===== config.mk =====
export PLATFORM = sky130hd
export DESIGN_NAME = mem_access_unit
export DESIGN_NICKNAME = d
export VERILOG_FILES = /design/src/rtl/mau_pkg.sv /design/src/rtl/mau_lane_steer.sv /design/src/rtl/mem_access_unit.sv
export SDC_FILE = /design/constraint.sdc
export NUM_CORES = 1
export LEC_CHECK = 0
export BUFFER_PORTS_ARGS = -buffer_cell sky130_fd_sc_hd__clkbuf_2
export CAP_MARGIN = 40
export CORE_MARGIN = 2
export CORE_UTILIZATION = 44
export CTS_CLUSTER_DIAMETER = 30
export DETAILED_ROUTE_END_ITERATION = 8
export MAX_ROUTING_LAYER = met4
export PLACE_DENSITY_LB_ADDON = 0.1
export SLEW_MARGIN = 25
export SYNTH_ARGS = -nofsm -noshare
export SYNTH_HDL_FRONTEND = slang
export SYNTH_SLANG_ARGS = --single-unit

===== constraint.sdc =====
create_clock -name iClk -period 1.49 [get_ports iClk]
set_input_delay 0 -clock iClk [delete_from_list [all_inputs] [get_ports iClk]]
set_output_delay 0 -clock iClk [all_outputs]
set_load 0.005 [all_outputs]

===== src/rtl/mau_pkg.sv =====
// Shared size encodings, FSM state type and byte-enable helpers for mem_access_unit.
package mau_pkg;

  localparam logic [1:0] SZ_BYTE  = 2'd0;
  localparam logic [1:0] SZ_HALF  = 2'd1;
  localparam logic [1:0] SZ_WORD  = 2'd2;
  localparam logic [1:0] SZ_DWORD = 2'd3;

  typedef enum logic [1:0] {
    ST_IDLE   = 2'd0,
    ST_ACCESS = 2'd1,
    ST_RESP   = 2'd2
  } mau_state_t;

  // Low offset bits that must be zero for a naturally aligned access of this size.
  function automatic logic [2:0] mau_size_mask(input logic [1:0] size);
    case (size)
      SZ_BYTE: return 3'b000;
      SZ_HALF: return 3'b001;
      SZ_WORD: return 3'b011;
      default: return 3'b111;
    endcase
  endfunction

  function automatic logic [7:0] mau_be(input logic [1:0] size, input logic [2:0] off);
    case (size)
      SZ_BYTE: return 8'h01 << off;
      SZ_HALF: return 8'h03 << off;
      SZ_WORD: return 8'h0F << off;
      default: return 8'hFF;
    endcase
  endfunction

endpackage


===== src/rtl/mau_lane_steer.sv =====
// Combinational lane steering: store data replication across lanes and
// load data shift / zero- or sign-extension.
module mau_lane_steer
  import mau_pkg::*;
#(
  parameter int DATA_W = 32,
  localparam int BE_W  = DATA_W / 8,
  localparam int OFF_W = $clog2(DATA_W / 8)
) (
  input  logic [1:0]        st_size,
  input  logic [DATA_W-1:0] st_data,
  output logic [DATA_W-1:0] st_rep,
  input  logic [1:0]        ld_size,
  input  logic [OFF_W-1:0]  ld_off,
  input  logic              ld_signed,
  input  logic [DATA_W-1:0] ld_raw,
  output logic [DATA_W-1:0] ld_res
);

  // Each lane takes the source byte matching its position within the access size.
  for (genvar gi = 0; gi < BE_W; gi++) begin : g_lane
    assign st_rep[8*gi +: 8] = (st_size == SZ_BYTE) ? st_data[7:0] :
                               (st_size == SZ_HALF) ? st_data[8*(gi%2) +: 8] :
                               (st_size == SZ_WORD) ? st_data[8*(gi%4) +: 8] :
                                                      st_data[8*gi +: 8];
  end

  logic [DATA_W-1:0] shifted;
  logic [DATA_W-1:0] keep_mask;
  logic              sign_bit;

  always_comb begin
    shifted   = ld_raw >> {ld_off, 3'b000};
    keep_mask = '1;
    sign_bit  = shifted[DATA_W-1];
    case (ld_size)
      SZ_BYTE: begin keep_mask = DATA_W'(8'hFF);         sign_bit = shifted[7];  end
      SZ_HALF: begin keep_mask = DATA_W'(16'hFFFF);      sign_bit = shifted[15]; end
      SZ_WORD: begin keep_mask = DATA_W'(32'hFFFF_FFFF); sign_bit = shifted[31]; end
      default: begin end
    endcase
    // A full-width access has an all-ones mask, so the sign fill drops out.
    ld_res = (shifted & keep_mask) | ({DATA_W{ld_signed & sign_bit}} & ~keep_mask);
  end

endmodule


===== src/rtl/mem_access_unit.sv =====
// Load/store access unit: request/response handshake, sizing, lane steering and bus timeout.
// Optional macro MAU_ALIGN_CHECK_EN rejects misaligned requests instead of aligning them down.
module mem_access_unit
  import mau_pkg::*;
#(
  parameter int DATA_W  = 32,
  parameter int ADDR_W  = 32,
  parameter int TIMEOUT = 255
) (
  input  logic                iClk,
  input  logic                iRst,
  input  logic                iReqValid,
  output logic                oReqReady,
  input  logic                iReqWrite,
  input  logic [1:0]          iReqSize,
  input  logic                iReqSigned,
  input  logic [ADDR_W-1:0]   iReqAddr,
  input  logic [DATA_W-1:0]   iReqData,
  output logic                oRspValid,
  output logic [DATA_W-1:0]   oRspData,
  output logic                oRspErr,
  output logic [ADDR_W-1:0]   oMemAddr,
  output logic [DATA_W-1:0]   oMemData,
  output logic [DATA_W/8-1:0] oMemBe,
  output logic                oMemRead,
  output logic                oMemWrite,
  input  logic [DATA_W-1:0]   iMemData,
  input  logic                iMemRdy
);

  localparam int BE_W  = DATA_W / 8;
  localparam int OFF_W = $clog2(BE_W);
  localparam int CNT_W = (TIMEOUT < 2) ? 1 : $clog2(TIMEOUT);
  localparam logic [CNT_W-1:0] CNT_LAST = (TIMEOUT == 0) ? '0 : CNT_W'(TIMEOUT - 1);

  mau_state_t        state_reg, state_next;
  logic              write_reg, signed_reg, err_reg;
  logic [1:0]        size_reg;
  logic [OFF_W-1:0]  off_reg;
  logic [ADDR_W-1:0] addr_reg;
  logic [BE_W-1:0]   be_reg;
  logic [DATA_W-1:0] wdata_reg, rdata_reg;
  logic [CNT_W-1:0]  cnt_reg;

  logic [2:0]        req_off3, req_mask;
  logic [OFF_W-1:0]  aligned_off;
  logic              req_illegal, size_bad, timeout_hit;
  logic [DATA_W-1:0] store_rep, load_res;

  assign req_off3    = 3'(iReqAddr[OFF_W-1:0]);
  assign req_mask    = mau_size_mask(iReqSize);
  assign aligned_off = OFF_W'(req_off3 & ~req_mask);
  assign size_bad    = (iReqSize == SZ_DWORD) && (DATA_W < 64);
`ifdef MAU_ALIGN_CHECK_EN
  assign req_illegal = size_bad || (|(req_off3 & req_mask));
`else
  assign req_illegal = size_bad;
`endif
  assign timeout_hit = (TIMEOUT != 0) && !iMemRdy && (cnt_reg == CNT_LAST);

  mau_lane_steer #(.DATA_W(DATA_W)) u_lane_steer (
    .st_size   (iReqSize),
    .st_data   (iReqData),
    .st_rep    (store_rep),
    .ld_size   (size_reg),
    .ld_off    (off_reg),
    .ld_signed (signed_reg),
    .ld_raw    (iMemData),
    .ld_res    (load_res)
  );

  always_ff @(posedge iClk) begin
    if (iRst) state_reg <= ST_IDLE;
    else      state_reg <= state_next;
  end

  always_comb begin
    state_next = state_reg;
    case (state_reg)
      ST_IDLE:   if (iReqValid) state_next = req_illegal ? ST_RESP : ST_ACCESS;
      ST_ACCESS: if (iMemRdy || timeout_hit) state_next = ST_RESP;
      ST_RESP:   state_next = ST_IDLE;
      default:   state_next = ST_IDLE;
    endcase
  end

  always_ff @(posedge iClk) begin
    if (iRst) begin
      write_reg  <= 1'b0;
      signed_reg <= 1'b0;
      err_reg    <= 1'b0;
      size_reg   <= '0;
      off_reg    <= '0;
      addr_reg   <= '0;
      be_reg     <= '0;
      wdata_reg  <= '0;
      rdata_reg  <= '0;
      cnt_reg    <= '0;
    end else begin
      case (state_reg)
        ST_IDLE: if (iReqValid) begin
          write_reg  <= iReqWrite;
          signed_reg <= iReqSigned;
          size_reg   <= iReqSize;
          off_reg    <= aligned_off;
          addr_reg   <= {iReqAddr[ADDR_W-1:OFF_W], {OFF_W{1'b0}}};
          be_reg     <= BE_W'(mau_be(iReqSize, 3'(aligned_off)));
          wdata_reg  <= store_rep;
          rdata_reg  <= '0;
          err_reg    <= req_illegal;
          cnt_reg    <= '0;
        end
        ST_ACCESS: begin
          if (iMemRdy) begin
            rdata_reg <= write_reg ? '0 : load_res;
            err_reg   <= 1'b0;
            cnt_reg   <= '0;
          end else if (timeout_hit) begin
            err_reg   <= 1'b1;
            cnt_reg   <= '0;
          end else begin
            cnt_reg   <= cnt_reg + 1'b1;
          end
        end
        default: begin end
      endcase
    end
  end

  always_comb begin
    oReqReady = (state_reg == ST_IDLE);
    oMemRead  = (state_reg == ST_ACCESS) && !write_reg;
    oMemWrite = (state_reg == ST_ACCESS) && write_reg;
    oMemAddr  = addr_reg;
    oMemData  = wdata_reg;
    oMemBe    = be_reg;
    oRspValid = (state_reg == ST_RESP);
    oRspErr   = oRspValid && err_reg;
    oRspData  = oRspValid ? rdata_reg : '0;
  end

endmodule


==> Implementation_results.wiki, run 1 <==
{| class="wikitable"
! Metric !! Value
|-
| Result of the run || complete, but fails checks
|-
| Violations in the final reports || negative setup slack
|-
| Count of max-cap constraint violations || 0
|-
| Post-route setup TNS || -0.335 ns
|-
| Start of the worst register-to-register path || state_reg[0]$_SDFFE_PP0P_
|-
| Vias per std cell || 5.31
|-
| Total stage count of the critical path || 4
|-
| Yosys reg bits || 115
|-
| Drt first pass iters || 4
|-
| Startpoint types || flip-flop
|-
| PwrDens || 1160 nW/um2
|-
| Nets@finish || 1017
|-
| Diode insertion count for antenna repair || 0
|-
| Total number of yosys warnings || 0
|-
| Dominant register cell in the synthesized netlist || dfxtp_1
|-
| Worst hold-check path type || primary input to flip-flop
|-
| Maximum resistive drop on vdd || 0.000930 V
|-
| Slack of the worst reg-to-reg path || -0.04 ns
|-
| Initial Utilization || 44.6%
|-
| Switching share of power || 23.6%
|-
| Final HPWL from detailed placement || 11.1 mm
|-
| IO Count || 209
|-
| Final setup skew || 0.0107 ns
|-
| Clock latency on the worst-skew pair || 0.42 ns
|-
| Fraction of the yosys area taken by sequential cells || 43.3%
|-
| Library cell contributing the largest single delay on the critical path || or3b_4
|-
| GRT Util Overall || 27.4%
|-
| Pint || 7.40 mW
|-
| Count of cells along the worst hold path || 5
|-
| Number of buffers created by CTS || 17
|-
| Post-synth top area cell || dfxtp_1
|-
| Clock Tree Buf Depth || 2
|-
| DP Area || 6610 um2
|-
| Area share of fa/ha/maj cells after synthesis || 1.41%
|-
| Launch point of the worst path || state_reg[0]$_SDFFE_PP0P_
|-
| Buffer and inverter count on the worst path || 0
|-
| Final Wtd Congestion || 0.820
|-
| Share of layout cells above drive strength 1 || 36.4%
|-
| Count of flip-flops with a built-in enable after synthesis || 0
|-
| Initial detailed-routing violation count || 300
|-
| Count of vias placed by the detailed router || 5665
|-
| Combinational fraction of design power || 15.7%
|-
| Share of Yosys cell area claimed by the top area cell type || 43.3%
|-
| Area overhead of the layout relative to synthesis || 57.5%
|-
| Clock tree from TritonCTS || built
|-
| Xor/xnor cell area share of the yosys netlist || 1.15%
|-
| Compound-gate portion of the synthesized area || 19.6%
|-
| Required time reported for the critical path endpoint || 1.82 ns
|-
| Final Cycle Share || 103%
|-
| Final total power || 9.69 mW
|-
| Placed instance count || 958
|-
| Sum of overflow across all layers after global routing || 0
|-
| Largest family of logic cells by synthesized area || simple AND/OR/NAND/NOR gates
|-
| Family with the most delay on the worst path || compound AO/OA/AOI/OAI gates
|-
| CTS root buf || clkbuf_16
|-
| Synth cell count leaders || nand2_1, dfxtp_1, a21oi_1, nor2_1, o21ai_0
|-
| Maximum number of pins on one net before global-route repair || 76
|-
| Final setup vio count || 19
|-
| Most common cell in the netlist || nand2_1
|-
| Post-synthesis instance area || 5310 um2
|-
| Worst slack at placement || -0.141 ns
|-
| Clk pin slew, worst setup/hold paths || 0.05 ns
|-
| Post-Layout Cell Count || 1067
|-
| Post-route core utilization || 70.3%
|-
| Timing endpoint of the critical path || cnt_reg[1]$_SDFFE_PP0P_
|-
| Fraction of registers with async set or reset after synthesis || 0%
|-
| Proportion of power drawn by flip-flops and latches || 34.7%
|-
| Net switching power figure || 2.29 mW
|-
| Fin. Hold Viols || 0
|-
| Wire length per cell || 16.4 um
|-
| Sequence of cells on the critical path || or3b_4 > a41o_4 > a21o_4 > a211oi_2
|-
| Worst setup margin || -0.0389 ns
|-
| Number of sinks handled by clock tree synthesis || 115
|-
| WS Path Type || flip-flop to flip-flop
|-
| Setup repair after global routing missed its margin || yes
|-
| Area of all placed cells without fillers || 8370 um2
|-
| Worst Path Max Fanout || 8
|-
| Mux contribution to synthesized area || 8.48%
|-
| Site Rows || 40
|-
| Max Freq || 0.654 GHz
|-
| Via count of the first global-routing pass || 5564
|-
| Width of the chip || 114 um
|-
| Worst EP arrival || 1.86 ns
|-
| Worst R2R Path Depth || 4
|-
| Largest stage delay on the critical path || 0.41 ns
|-
| Initial antenna violation count || 0
|-
| Distinct cell type count of the synthesized netlist || 51
|-
| Minimum hold slack || 0.0266 ns
|-
| Die Outline Area || 13000 um2
|-
| Relative contribution of the clock network to total power || 49.5%
|-
| Routed Antenna Nets || 0
|-
| Mean Syn Cell Area || 8.42 um2
|-
| Post-detailed-route DRC marker count || 0
|-
| Fin crit period || 1.53 ns
|-
| Leakage component of the power || 3.63 nW
|-
| Syn Inst Count || 631
|-
| Endpoint type of the worst setup path || flip-flop
|-
| Final number of max-transition violations || 0
|-
| Simple-gate area share of the yosys netlist || 21.1%
|-
| Standard cell core area || 11900 um2
|-
| First-pass GRT wire length || 27.2 mm
|-
| Vertical extent of the die || 114 um
|-
| Number of H-tree levels || 4
|-
| Total wire length || 17.5 mm
|-
| Buffers on Ports || 206
|-
| Top cells by area in the synthesized netlist || dfxtp_1, nand2_1, a21oi_1, and2_1, nor2_1
|-
| Worst r2r dst || cnt_reg[1]$_SDFFE_PP0P_
|}
layer usage:
metal,part of all wire (%),vias to the layer above,global-route usage (%)
met5,0,-,-
met4,2.8,0,12.5
met3,5.7,38,6.64
met2,50,220,45.5
met1,42,2661,31.5
li1,-,2746,-
logic make-up (layout without fill, tap and decap cells):
group	Yosys count	count (layout)
buffers and inverters	59	346
DFF	115	115
muxes	34	34
and+or+nand+nor	248	249
other	1	2
adders and majority gates	6	6
AOI/OAI and AO/OA	161	161
xor gates and xnor gates	7	7
cell type report:
cell class / instances / area [um2]
multi-input combinational: 459 / 2970
inverter: 6 / 22.5
fill: 953 / 3540
clock inverter: 9 / 195
sequential: 115 / 2310
clock buffer: 23 / 508
tap: 147 / 184
timing repair buffer: 308 / 2180
timing repair:
action | in CTS | in global routing
resized for setup | 22 | 49
buffers inserted | 2 | 1
setup endpoints to repair | 78 | 136
pin swaps | 3 | 27
hold buffers | 67 | 1
gates cloned | 2 | 4
endpoints found under the hold margin | 86 | 17
worst register-to-register path: cells and delay by family, from the launching register on:
family	cells	cell delay (ns)
and+or+nand+nor	1	0.41
DFF	1	0.39
AOI/OAI and AO/OA	3	0.66
cell usage in the layout (no fill, tap or decap), types with 3 or more instances in the layout:
cell / Yosys / layout
clkbuf_16: 0 / 20
nor2_1: 51 / 42
nor2b_1: 6 / 5
mux2i_1: 18 / 18
o2bb2ai_2: 0 / 7
o21ai_0: 38 / 22
nand2b_1: 9 / 8
nor2_4: 0 / 3
buf_12: 0 / 9
ha_1: 6 / 5
xnor2_1: 3 / 3
clkbuf_8: 0 / 6
a311oi_1: 16 / 13
mux4_2: 8 / 8
o21ai_1: 0 / 16
bufinv_16: 0 / 6
clkbuf_2: 0 / 205
dlygate4sd3_1: 0 / 68
and2_1: 34 / 34
xor2_1: 4 / 4
a311oi_2: 0 / 3
a21oi_1: 54 / 51
buf_4: 3 / 16
a21oi_2: 0 / 3
a22oi_1: 24 / 24
a211oi_2: 1 / 3
inv_1: 6 / 6
a211oi_1: 9 / 7
mux2_2: 8 / 8
clkinv_2: 0 / 3
buf_6: 1 / 4
nand2_1: 126 / 125
nor3_1: 4 / 4
nor2_2: 0 / 6
nand3_1: 4 / 4
dfxtp_1: 115 / 111
how the worst min path moves through the flow:
stage,startpoint,endpoint
2_1_floorplan,iReqSigned,signed_reg$_SDFFE_PP0P_
3_3_place_gp,iReqAddr[15],oMemAddr[15]$_SDFFE_PP0P_
3_5_place_dp,iReqAddr[2],oMemAddr[2]$_SDFFE_PP0P_
4_1_cts,iRst,rdata_reg[0]$_SDFFE_PP0P_
5_1_grt,iMemData[23],rdata_reg[23]$_SDFFE_PP0P_
6_report,iReqData[25],oMemData[25]$_SDFFE_PP0P_
power groups by stage:
stage / logic, mW / registers (mW) / clock network, mW
floorplan: 0.637 / 3.42 / 0
global placement: 1.18 / 3.41 / 0
detailed placement: 1.21 / 3.41 / 0
CTS: 1.40 / 3.36 / 4.84
global route: 1.66 / 3.39 / 4.99
finish: 1.52 / 3.37 / 4.80
No activity file was read; power rests on OpenSTA's default activity.
==> run 2, diff against run 1 <==
--- a/config.mk
+++ b/config.mk
@@ -12,7 +12,7 @@
 export CTS_CLUSTER_DIAMETER = 30
 export DETAILED_ROUTE_END_ITERATION = 8
 export MAX_ROUTING_LAYER = met4
-export PLACE_DENSITY_LB_ADDON = 0.1
+export PLACE_DENSITY_LB_ADDON = 0.15
 export SLEW_MARGIN = 25
 export SYNTH_ARGS = -nofsm -noshare
 export SYNTH_HDL_FRONTEND = slang
==> constraint.sdc (replaced) <==
create_clock -name iClk -period 1.35 [get_ports iClk]
set_input_delay 0 -clock iClk [delete_from_list [all_inputs] [get_ports iClk]]
set_output_delay 0 -clock iClk [all_outputs]
set_load 0.005 [all_outputs]
==> Implementation_results.wiki, run 2 (synthesis results as in run 1) <==
{| class="wikitable"
! Metric !! Value
|-
| Worst Path Max Fanout || 17 (was 8)
|-
| Clock tree from TritonCTS || built (unchanged)
|-
| Worst-margin pin slew || 0.493 ns
|-
| Result of the run || complete, but fails checks (unchanged)
|-
| Worst r2r dst || cnt_reg[1]$_SDFFE_PP0P_ (unchanged)
|-
| Width of the chip || 114 um (unchanged)
|-
| Total wire length || 20.7 mm (was 17.5 mm)
|-
| Area overhead of the layout relative to synthesis || 80.6% (was 57.5%)
|-
| Post-detailed-route DRC marker count || 0 (unchanged)
|-
| Fillers || 682 (was 953)
|-
| Highest-count cells in the layout ignoring fill and taps || clkbuf_2, dfxtp_1, nand2_1 (was clkbuf_2, nand2_1, dfxtp_1)
|-
| Maximum number of pins on one net before global-route repair || 53 (was 76)
|-
| Worst EP arrival || 1.54 ns (was 1.86 ns)
|-
| Leading cell type in the layout, fill and taps excluded || clkbuf_2 (unchanged)
|-
| CTS root buf || clkbuf_16 (unchanged)
|-
| Final setup vio count || 135 (was 19)
|-
| Drt first pass iters || 7 (was 4)
|-
| Diode insertion count for antenna repair || 0 (unchanged)
|-
| Final Wtd Congestion || 0.836 (was 0.820)
|-
| Maximum resistive drop on vdd || 0.000854 V (was 0.000930 V)
|-
| Leakage component of the power || 4.15 nW (was 3.63 nW)
|-
| Clock Tree Buf Depth || 2 (unchanged)
|-
| Final Cycle Share || 114%
|-
| Die Outline Area || 13000 um2 (unchanged)
|-
| Vertical extent of the die || 114 um (unchanged)
|-
| GRT Util Overall || 29.9% (was 27.4%)
|-
| Fin crit period || 1.54 ns
|-
| DP Area || 6760 um2 (was 6610 um2)
|-
| Sequence of cells on the critical path || and2b_4 > buf_12 > and2_1 > clkbuf_2 (was or3b_4 > a41o_4 > a21o_4 > a211oi_2)
|-
| Largest stage delay on the critical path || 0.36 ns (was 0.41 ns)
|-
| Slack of the worst reg-to-reg path || -0.17 ns (was -0.04 ns)
|-
| Worst setup margin || -0.187 ns (was -0.0389 ns)
|-
| Site Rows || 40 (unchanged)
|-
| Standard cell core area || 11900 um2 (unchanged)
|-
| First-pass GRT wire length || 29.5 mm (was 27.2 mm)
|-
| Final HPWL from detailed placement || 11.5 mm (was 11.1 mm)
|-
| Final total power || 11.0 mW (was 9.69 mW)
|-
| Worst slew margin || 66.8%
|-
| Violations in the final reports || negative setup slack (unchanged)
|-
| IO Count || 209 (unchanged)
|-
| Number of buffers created by CTS || 17 (unchanged)
|-
| Vias per std cell || 5.53 (was 5.31)
|-
| WS Path Type || flip-flop to output pin (was flip-flop to flip-flop)
|-
| Max Freq || 0.651 GHz
|-
| Startpoint types || flip-flop (unchanged)
|-
| Buffers on Ports || 206 (unchanged)
|-
| Endpoint type of the worst setup path || output pin (was flip-flop)
|-
| PwrDens || 1140 nW/um2 (was 1160 nW/um2)
|-
| Worst hold-check path type || primary input to flip-flop (unchanged)
|-
| Share of layout cells above drive strength 1 || 53.5% (was 36.4%)
|-
| Buffer and inverter count on the worst path || 2 (was 0)
|-
| Sum of overflow across all layers after global routing || 0 (unchanged)
|-
| Final setup skew || 0.00687 ns (was 0.0107 ns)
|-
| Initial antenna violation count || 0 (unchanged)
|-
| Fin. Hold Viols || 0 (unchanged)
|-
| Required time reported for the critical path endpoint || 1.35 ns (was 1.82 ns)
|-
| Count of vias placed by the detailed router || 6107 (was 5665)
|-
| Final number of max-transition violations || 0 (unchanged)
|-
| Start of the worst register-to-register path || state_reg[0]$_SDFFE_PP0P_ (unchanged)
|-
| Launch point of the worst path || state_reg[0]$_SDFFE_PP0P_ (unchanged)
|-
| Routed Antenna Nets || 0 (unchanged)
|-
| Timing endpoint of the critical path || oRspData[20] (was cnt_reg[1]$_SDFFE_PP0P_)
|-
| Clk pin slew, worst setup/hold paths || 0.05 ns (about the same)
|-
| Nets@finish || 1056 (was 1017)
|-
| Clock latency on the worst-skew pair || 0.41 ns (was 0.42 ns)
|-
| Wire length per cell || 18.8 um (was 16.4 um)
|-
| Library cell contributing the largest single delay on the critical path || dfxtp_4 (was or3b_4)
|-
| Number of H-tree levels || 4 (unchanged)
|-
| Number of sinks handled by clock tree synthesis || 115 (unchanged)
|-
| Worst R2R Path Depth || 4 (unchanged)
|-
| Initial detailed-routing violation count || 388 (was 300)
|-
| Total stage count of the critical path || 4 (unchanged)
|-
| Family with the most delay on the worst path || simple AND/OR/NAND/NOR gates (was compound AO/OA/AOI/OAI gates)
|-
| Post-route core utilization || 80.6% (was 70.3%)
|-
| Setup repair after global routing missed its margin || yes (unchanged)
|-
| Area of all placed cells without fillers || 9600 um2 (was 8370 um2)
|-
| Initial Utilization || 44.6% (unchanged)
|-
| Count of max-cap constraint violations || 0 (unchanged)
|-
| Via count of the first global-routing pass || 6042 (was 5564)
|}
-- run 2: cell count changes in the layout (fill, tap and decap cells not counted), moves of 9 or more --
cell | previous run | this run
nand2_1 | 125 | 76
a21oi_1 | 51 | 6
a21oi_2 | 3 | 48
nand2_4 | 0 | 32
buf_6 | 4 | 33
clkbuf_2 | 205 | 184
and2_1 | 34 | 17
and2_4 | 0 | 17
nand2_2 | 1 | 18
buf_4 | 16 | 32
nor2_1 | 42 | 29
o21ai_0 | 22 | 32
o21ai_1 | 16 | 6
nor2_4 | 3 | 12
-- run 2: area by class of cell --
cell class	count	area (um2)	area share, %
multi-input cells	458	3610	37.6
repair buffers	348	2820	29.4
well taps	147	184	1.92
clock buffers	20	457	4.76
clock inverters	11	183	1.90
flip-flops and latches	115	2310	24.1
inverters	6	22.5	0.235
-- run 2: routing by layer --
metal | vias up | global-route usage (%) | share of wire, %
met4 | 0 | 14.9 | 4.1
met2 | 313 | 51.2 | 52
met1 | 2893 | 32.1 | 37
met3 | 68 | 7.81 | 6.6
met5 | - | - | 0
li1 | 2833 | - | -
-- run 2: how the worst min path moves through the flow --
stage	from	endpoint	slack, ns	cells past startpoint
after global routing	iMemData[5]	rdata_reg[5]$_SDFFE_PP0P_	0.05	4
final	iMemData[13]	rdata_reg[13]$_SDFFE_PP0P_	0.04	5
after CTS	iReqData[28]	oMemData[28]$_SDFFE_PP0P_	0.007	5
after global placement	iReqAddr[3]	oMemAddr[3]$_SDFFE_PP0P_	0.22	3
after floorplan	iReqSigned	signed_reg$_SDFFE_PP0P_	0.14	2
after detailed placement	iReqAddr[17]	oMemAddr[17]$_SDFFE_PP0P_	0.23	3
-- run 2: per-stage QoR --
step / TNS [ns] / hold slack (ns) / cells / worst slack, ns
after floorplan: -3.00 / 0.136 / 632 / -0.119
after global placement: -5.46 / 0.223 / 971 / -0.183
after detailed placement: -8.94 / 0.233 / 971 / -0.234
after CTS: -10.33 / 0.00704 / 1098 / -0.143
after global routing: -20.60 / 0.0526 / 1105 / -0.247
final: -13.51 / 0.0421 / 1105 / -0.187
-- run 2: worst reg2reg max path: stages, from the launching register on --
cell and delay, ns:
dfxtp_4 0.37, or3b_4 0.40, a41o_4 0.26, a21o_4 0.25, a211oi_2 0.16
-- run 2: timing repair --
action	CTS	global route
endpoints found under the hold margin	82	0
setup buffers	18	9
gates cloned	11	5
setup endpoints to repair	143	152
hold buffers	67	0
gates resized for setup	70	214
pin swaps	38	93
-- run 2: where the power goes --
group / switching, mW / leakage [nW] / internal (mW)
registers: 0.146 / 0.944 / 3.59
clock network: 1.58 / 0.315 / 3.34
logic: 1.14 / 2.89 / 1.17
total: 2.87 / 4.15 / 8.10
